===== src/rtl/uart_pkg.sv =====
// uart_pkg: shared constants and the receiver FSM state type.
package uart_pkg;

  localparam int DATA_BITS  = 8;
  localparam int OVERSAMPLE = 16;
  localparam int MID_SAMPLE = 7;

  typedef enum logic [2:0] {
    IDLE   = 3'd0,
    START  = 3'd1,
    DATA   = 3'd2,
    PARITY = 3'd3,
    STOP   = 3'd4,
    BREAK  = 3'd5
  } rx_state_t;

endpackage


===== src/rtl/uart_rx_fifo_if.sv =====
// uart_rx_fifo_if: consumer-side bus of the buffered UART receiver.
// Handshake: 'data_ready' says 'out' holds the FIFO head byte; a cycle with
// rd=1 and data_ready=1 pops that byte on the rising edge, while rd=1 with
// data_ready=0 is ignored. Error pulses are single-cycle, no handshake.
interface uart_rx_fifo_if #(
  parameter int DEPTH = 16
);
  import uart_pkg::*;

  localparam int CW = $clog2(DEPTH) + 1;

  logic          rd;
  logic [7:0]    out;
  logic          data_ready;
  logic [CW-1:0] count;
  logic          frame_err;
  logic          overrun;
  logic          parity_err;
  rx_state_t     state;       // receiver FSM state, for observation only

  modport master (
    input  rd,
    output out, data_ready, count, frame_err, overrun, parity_err, state
  );

  modport slave (
    output rd,
    input  out, data_ready, count, frame_err, overrun, parity_err, state
  );

endinterface


===== src/rtl/uart_sync_fifo.sv =====
// uart_sync_fifo: show-ahead synchronous FIFO. The head word is always on
// dout_o (zero while empty); a push into a full FIFO is accepted only when
// a pop happens in the same cycle.
module uart_sync_fifo #(
  parameter int WIDTH = 8,
  parameter int DEPTH = 16
) (
  input  logic                     clk,
  input  logic                     reset,
  input  logic                     push_i,
  input  logic                     pop_i,
  input  logic [WIDTH-1:0]         din_i,
  output logic [WIDTH-1:0]         dout_o,
  output logic                     full_o,
  output logic                     empty_o,
  output logic [$clog2(DEPTH):0]   count_o
);

  localparam int AW = $clog2(DEPTH);

  logic [WIDTH-1:0] mem_q [DEPTH];
  logic [AW-1:0]    wr_ptr_q;
  logic [AW-1:0]    rd_ptr_q;
  logic [AW:0]      count_q;
  logic             do_push;
  logic             do_pop;

  assign empty_o = (count_q == '0);
  assign full_o  = (count_q == (AW+1)'(DEPTH));
  assign do_pop  = pop_i && !empty_o;
  assign do_push = push_i && (!full_o || do_pop);
  assign dout_o  = empty_o ? '0 : mem_q[rd_ptr_q];
  assign count_o = count_q;

  // Pointer and occupancy bookkeeping.
  always_ff @(posedge clk) begin
    if (reset) begin
      wr_ptr_q <= '0;
      rd_ptr_q <= '0;
      count_q  <= '0;
    end else begin
      if (do_push) wr_ptr_q <= wr_ptr_q + 1'b1;
      if (do_pop)  rd_ptr_q <= rd_ptr_q + 1'b1;
      case ({do_push, do_pop})
        2'b10:   count_q <= count_q + 1'b1;
        2'b01:   count_q <= count_q - 1'b1;
        default: count_q <= count_q;
      endcase
    end
  end

  // Storage write; contents need no reset because empty masks the head.
  always_ff @(posedge clk) begin
    if (do_push) mem_q[wr_ptr_q] <= din_i;
  end

endmodule


===== src/rtl/uart_rx_fifo.sv =====
// uart_rx_fifo: 16x-oversampling UART receiver feeding a show-ahead FIFO.
// Default frame is 8N1. Defining UART_RX_PARITY_EN switches to 8E1 with a
// live parity_err pulse; otherwise parity_err is tied low.
module uart_rx_fifo
  import uart_pkg::*;
#(
  parameter int DEPTH = 16
) (
  input  logic           clk,
  input  logic           reset,
  input  logic           tick,
  input  logic           buffer,
  uart_rx_fifo_if.master bus
);

  localparam logic [3:0] TC_MID  = 4'(MID_SAMPLE);
  localparam logic [3:0] TC_LAST = 4'(OVERSAMPLE - 1);
  localparam logic [2:0] BI_LAST = 3'(DATA_BITS - 1);

  logic                 s1_q;
  logic                 s_q;
  rx_state_t            state_q;
  logic [3:0]           tc_q;
  logic [2:0]           bi_q;
  logic [DATA_BITS-1:0] sh_q;
  logic                 frame_err_q;
  logic                 overrun_q;
  logic                 stop_tick;
  logic                 push_req;
  logic                 fifo_full;
  logic                 fifo_empty;

  // Two-flop synchronizer for the asynchronous line; idles high.
  always_ff @(posedge clk) begin
    if (reset) begin
      s1_q <= 1'b1;
      s_q  <= 1'b1;
    end else begin
      s1_q <= buffer;
      s_q  <= s1_q;
    end
  end

  // Stop-bit sample instant; a good byte is written on this very edge.
  assign stop_tick = (state_q == STOP) && tick && (tc_q == TC_LAST);

`ifdef UART_RX_PARITY_EN
  logic par_bad_q;
  logic parity_err_q;
  assign push_req       = stop_tick && s_q && !par_bad_q;
  assign bus.parity_err = parity_err_q;
`else
  assign push_req       = stop_tick && s_q;
  assign bus.parity_err = 1'b0;
`endif

  // Deframing FSM with registered error pulses.
  always_ff @(posedge clk) begin
    if (reset) begin
      state_q      <= IDLE;
      tc_q         <= '0;
      bi_q         <= '0;
      sh_q         <= '0;
      frame_err_q  <= 1'b0;
      overrun_q    <= 1'b0;
`ifdef UART_RX_PARITY_EN
      par_bad_q    <= 1'b0;
      parity_err_q <= 1'b0;
`endif
    end else begin
      frame_err_q  <= 1'b0;
      overrun_q    <= 1'b0;
`ifdef UART_RX_PARITY_EN
      parity_err_q <= 1'b0;
`endif
      case (state_q)
        IDLE: begin
          if (!s_q) begin
            state_q <= START;
            tc_q    <= '0;
          end
        end
        START: begin
          if (tick) begin
            if (tc_q == TC_MID) begin
              tc_q <= '0;
              if (s_q) begin
                state_q <= IDLE;      // too short to be a start bit
              end else begin
                state_q <= DATA;
                bi_q    <= '0;
              end
            end else begin
              tc_q <= tc_q + 1'b1;
            end
          end
        end
        DATA: begin
          if (tick) begin
            tc_q <= tc_q + 1'b1;
            if (tc_q == TC_LAST) begin
              sh_q <= {s_q, sh_q[DATA_BITS-1:1]};
              bi_q <= bi_q + 1'b1;
              if (bi_q == BI_LAST) begin
`ifdef UART_RX_PARITY_EN
                state_q <= PARITY;
`else
                state_q <= STOP;
`endif
              end
            end
          end
        end
`ifdef UART_RX_PARITY_EN
        PARITY: begin
          if (tick) begin
            tc_q <= tc_q + 1'b1;
            if (tc_q == TC_LAST) begin
              // Even parity: data bits plus parity bit hold an even count of ones.
              par_bad_q    <= ^{sh_q, s_q};
              parity_err_q <= ^{sh_q, s_q};
              state_q      <= STOP;
            end
          end
        end
`endif
        STOP: begin
          if (tick) begin
            tc_q <= tc_q + 1'b1;
            if (tc_q == TC_LAST) begin
              if (s_q) begin
                overrun_q <= push_req && fifo_full && !bus.rd;
                state_q   <= IDLE;
              end else begin
                frame_err_q <= 1'b1;
                state_q     <= BREAK;
              end
            end
          end
        end
        BREAK: begin
          if (s_q) state_q <= IDLE;   // one frame_err per held-low line
        end
        default: state_q <= IDLE;
      endcase
    end
  end

  uart_sync_fifo #(
    .WIDTH (DATA_BITS),
    .DEPTH (DEPTH)
  ) u_fifo (
    .clk     (clk),
    .reset   (reset),
    .push_i  (push_req),
    .pop_i   (bus.rd),
    .din_i   (sh_q),
    .dout_o  (bus.out),
    .full_o  (fifo_full),
    .empty_o (fifo_empty),
    .count_o (bus.count)
  );

  assign bus.data_ready = !fifo_empty;
  assign bus.frame_err  = frame_err_q;
  assign bus.overrun    = overrun_q;
  assign bus.state      = state_q;

endmodule


===== src/flat_wrapper.sv =====
// flat-port wrapper written by rule: the top's interface ports become plain ports
module uart_rx_fifo_flat import uart_pkg::*;
#(
  parameter int DEPTH = 16
)
  (clk, reset, tick, buffer, bus_rd, bus_out, bus_data_ready, bus_count, bus_frame_err, bus_overrun, bus_parity_err, bus_state);
  uart_rx_fifo_if #(.DEPTH(DEPTH)) bus_i ();
  input  logic clk;
  input  logic reset;
  input  logic tick;
  input  logic buffer;
  input wire logic [$bits(bus_i.rd)-1:0] bus_rd;
  output wire logic [$bits(bus_i.out)-1:0] bus_out;
  output wire logic [$bits(bus_i.data_ready)-1:0] bus_data_ready;
  output wire logic [$bits(bus_i.count)-1:0] bus_count;
  output wire logic [$bits(bus_i.frame_err)-1:0] bus_frame_err;
  output wire logic [$bits(bus_i.overrun)-1:0] bus_overrun;
  output wire logic [$bits(bus_i.parity_err)-1:0] bus_parity_err;
  output wire logic [$bits(bus_i.state)-1:0] bus_state;
  assign bus_i.rd = bus_rd;
  assign bus_out = bus_i.out;
  assign bus_data_ready = bus_i.data_ready;
  assign bus_count = bus_i.count;
  assign bus_frame_err = bus_i.frame_err;
  assign bus_overrun = bus_i.overrun;
  assign bus_parity_err = bus_i.parity_err;
  assign bus_state = bus_i.state;
  uart_rx_fifo #(.DEPTH(DEPTH)) u_core (.clk(clk), .reset(reset), .tick(tick), .buffer(buffer), .bus(bus_i));
endmodule

===== config.mk =====
export PLATFORM = sky130hd
export DESIGN_NAME = uart_rx_fifo_flat
export DESIGN_NICKNAME = d
export VERILOG_FILES = /design/src/rtl/uart_pkg.sv /design/src/rtl/uart_rx_fifo_if.sv /design/src/rtl/uart_sync_fifo.sv /design/src/rtl/uart_rx_fifo.sv /design/src/flat_wrapper.sv
export SDC_FILE = /design/constraint.sdc
export NUM_CORES = 1
export LEC_CHECK = 0
export BUFFER_PORTS_ARGS = -buffer_cell sky130_fd_sc_hd__clkbuf_2
export CAP_MARGIN = 40
export CORE_ASPECT_RATIO = 1.4
export CORE_MARGIN = 2
export CORE_UTILIZATION = 45
export DETAILED_ROUTE_END_ITERATION = 7
export HOLD_SLACK_MARGIN = 0.08
export PLACE_DENSITY = 0.71
export SLEW_MARGIN = 5
export SYNTH_ARGS = -nofsm -noshare
export SYNTH_HDL_FRONTEND = slang
export SYNTH_HIERARCHICAL = 1
export SYNTH_SLANG_ARGS = --single-unit

===== constraint.sdc =====
create_clock -name clk -period 3 [get_ports clk]
set_input_delay 0.3 -clock clk [delete_from_list [all_inputs] [get_ports clk]]
set_output_delay 0.3 -clock clk [all_outputs]
set_load 0.02 [all_outputs]

==> results.txt <==
post-layout instance area -> 0.00806 sq mm
Tot Pwr -> 4.60 mW
overall routed net length -> 13.9 mm
worst-margin pin slew -> 0.752 ns
CP endpoint kind -> flip-flop
core outline area -> 0.0154 sq mm
Die Y-Extent -> 152 um
share of total power in combinational logic -> 0.9%
via count of the first global-routing pass -> 4,037
number of instances in the placed design -> 680
Netlist cell types -> 55
global-route usage over all layers -> 18.1%
Max transition margin -> 49.7%
antenna fix cells -> 0
maximum vdd drop -> 0.413 mV
# rows -> 54
half-perimeter wire length after placement -> 8.99 mm
vias after detailed routing -> 3,970
Reg2Reg Depth -> 11
Routed Antenna Nets -> 0
number of antenna violations at the first check in global routing -> 0
Final Skew -> 0.00973 ns
main flop type after synthesis -> sky130_fd_sc_hd__edfxtp_1
number of fill cells in the layout -> 1,268
clock buffers created by TritonCTS -> 17
NumNets Final -> 521
final non-filler cell total -> 713
count of boundary I/O pins -> 25
final global-route overflow total -> 0
wire length per cell -> 19.5 um
most frequent cells in the layout -> 128 x sky130_fd_sc_hd__edfxtp_1, 38 x sky130_fd_sc_hd__dfxtp_1, 34 x sky130_fd_sc_hd__nor2_1, 32 x sky130_fd_sc_hd__mux4_2, 27 x sky130_fd_sc_hd__buf_4
Max Buffers Root-to-Sink -> 2
area delta synth->final -> 14.9%
time the final worst path needs with I/O delays and setup -> 2.81 ns
root buf cell -> sky130_fd_sc_hd__clkbuf_16
initial core utilization -> 45.5%
ratio of total power to cell area -> 571 mW/mm^2
sum of negative setup slack -> 0 ns
ratio of cells with drive above 1 in the final layout -> 26.1%
Skew-Pair Late Insertion Delay -> 0.42 ns
horizontal die dimension -> 110 um
maximum capacitance violations -> 0
H-Tree Level Count -> 4
Hold Path Stages -> 2
required time reported for the critical path endpoint -> 3.29 ns
Post-Place Worst Slack -> 0.145 ns
setup repair after global routing missed its margin -> no
share of flip-flops with an asynchronous set or reset -> 0%
CP Max Fanout -> 5
clock tree from TritonCTS -> done
number of standard cells after synthesis -> 461
type of the worst setup path -> reg -> reg
Critical Path Start Type -> flip-flop
Mapped Nets -> 478
number of clock sinks -> 167
routability-driven placement congestion ratio -> 0.818
Leakage Power -> 3.02 nW
pin count of the biggest net entering global routing -> 29
net switching fraction of the power -> 22.1%
worst setup margin -> 0.187 ns
number of setup violations in the final report -> 0
number of buffers inserted by port buffering -> 23
DRC viols -> 0
combined area of all synthesized cells -> 0.00701 sq mm
Hold Violations, Final -> 0
wire length of the first global-routing pass -> 22.0 mm
Seq cells post-synth -> 167
result of the run -> completed
Die ar. -> 0.0166 sq mm
Fin Hold WS -> 0.192 ns
critical path data arrival time -> 3.10 ns
reported net switching power -> 1.02 mW
portion of the clock cycle consumed by the worst path in the final layout -> 93.8%
sequential share of power -> 53.4%
clock slew seen by the registers of the worst setup and hold paths -> 0.07 ns
final cell utilization of the core -> 52.3%
mean area per synthesized cell -> 15.2 sq um
number of search-and-repair iterations in the first detailed-routing pass -> 4
count of flip-flops with a built-in enable after synthesis -> 128
count of warnings emitted by yosys -> 6
Final Slew Violations -> 0
relative contribution of the clock network to total power -> 45.7%
maximum clock frequency -> 355 MHz
classification of the worst-slack hold path -> in -> reg
Area after DPL -> 0.00746 sq mm
most common library cell in the layout ignoring fill and taps -> sky130_fd_sc_hd__edfxtp_1
First DRT Iteration DRCs -> 235
sequential cell area fraction in the yosys report -> 65.9%
Internal Pwr Total -> 3.58 mW
vias per std cell -> 5.57
==> what timing repair did <==
item,CTS,global route
hold buffers,1,0
resized for setup,0,2
setup buffers,0,0
hold endpoints to repair,1,0
endpoints found under the setup margin,0,1
==> worst paths after layout <==
| kind | startpoint | endpoint | slack [ns] |
|---|---|---|---|
| worst max-delay path | u_core/tc_q[0] | u_core/u_fifo/count_o[4] | 0.19 |
| worst min-delay path | reset | u_core/u_fifo/wr_ptr_q[0] | 0.19 |
| worst max register to register | u_core/tc_q[0] | u_core/u_fifo/count_o[4] | 0.19 |
| worst min register to register | u_core/s1_q | u_core/s_q | 0.42 |
==> area by class of cell <==
class / count / area [sq um] / area share, %
clock buffer: 17 / 425 / 5.28
sequential: 167 / 4630 / 57.4
clock inverter: 15 / 159 / 1.97
inverter: 14 / 52.6 / 0.652
timing repair buffer: 52 / 348 / 4.32
multi-input combinational: 252 / 2200 / 27.3
tap: 196 / 245 / 3.04
==> layer usage <==
metal	vias up	track usage (%)	wire length [um]
met5	-	0	0
met4	0	5.76	151
met3	10	3.72	597
met2	96	31.9	7500
met1	2009	22.2	5630
li1	1855	-	-
==> synth_stat cells, types with 11 or more instances <==
| master | n | share of area (%) |
|---|---|---|
| sky130_fd_sc_hd__a21oi_1 | 20 | 1.4 |
| sky130_fd_sc_hd__inv_1 | 13 | 0.70 |
| sky130_fd_sc_hd__edfxtp_1 | 128 | 55 |
| sky130_fd_sc_hd__clkbuf_1 | 11 | 0.59 |
| sky130_fd_sc_hd__a211oi_1 | 17 | 1.8 |
| sky130_fd_sc_hd__mux4_2 | 32 | 10 |
| sky130_fd_sc_hd__nor2b_1 | 12 | 1.1 |
| sky130_fd_sc_hd__ha_1 | 11 | 2.0 |
| sky130_fd_sc_hd__nor2_1 | 34 | 1.8 |
| sky130_fd_sc_hd__mux2i_1 | 14 | 2.0 |
| sky130_fd_sc_hd__nand2_1 | 25 | 1.3 |
| sky130_fd_sc_hd__dfxtp_1 | 39 | 11 |
| sky130_fd_sc_hd__nand3_1 | 11 | 0.78 |
==> power groups by stage <==
stage	Clock [mW]	Sequential, mW	Combinational [mW]
6_report	2.10	2.46	0.0408
5_1_grt	2.24	2.46	0.0450
4_1_cts	2.14	2.46	0.0402
3_5_place_dp	0	2.51	0.0391
3_3_place_gp	0	2.51	0.0374
2_1_floorplan	0	2.51	0.0274
==> sequential cells by signal (all words and copies together) (netlist names), 3 cells and up, named ones only <==
signal and count:
u_core/u_fifo/mem_q 128, u_core/sh_q 8, u_core/u_fifo/count_o 5, u_core/tc_q 4, u_core/u_fifo/rd_ptr_q 4, u_core/u_fifo/wr_ptr_q 4, u_core/bi_q 3, u_core/bus.state 3
==> kinds of logic (layout without fill, tap and decap cells) <==
kind of cell | count (synthesis) | after routing | synth area share [%]
and+or+nand+nor | 122 | 122 | 9.13
DFF | 167 | 167 | 65.9
xor gates and xnor gates | 7 | 7 | 0.874
other | 1 | 1 | 0.0535
adders and majority gates | 12 | 12 | 2.25
buffers and inverters | 42 | 98 | 2.78
AOI/OAI and AO/OA | 61 | 61 | 6.23
muxes | 49 | 49 | 12.8
==> worst max-delay path: stages, from the launching register on <==
cell	delay, ns
sky130_fd_sc_hd__dfxtp_1	0.34
sky130_fd_sc_hd__ha_1	0.25
sky130_fd_sc_hd__and4_1	0.22
sky130_fd_sc_hd__nand3_1	0.13
sky130_fd_sc_hd__nor2_1	0.08
sky130_fd_sc_hd__nor2b_2	0.15
sky130_fd_sc_hd__o21ai_4	0.10
sky130_fd_sc_hd__fa_1	0.43
sky130_fd_sc_hd__nand2b_1	0.18
sky130_fd_sc_hd__o2bb2ai_2	0.14
sky130_fd_sc_hd__and3_1	0.18
sky130_fd_sc_hd__or4_1	0.47
Power figures use the tool's default switching activity.
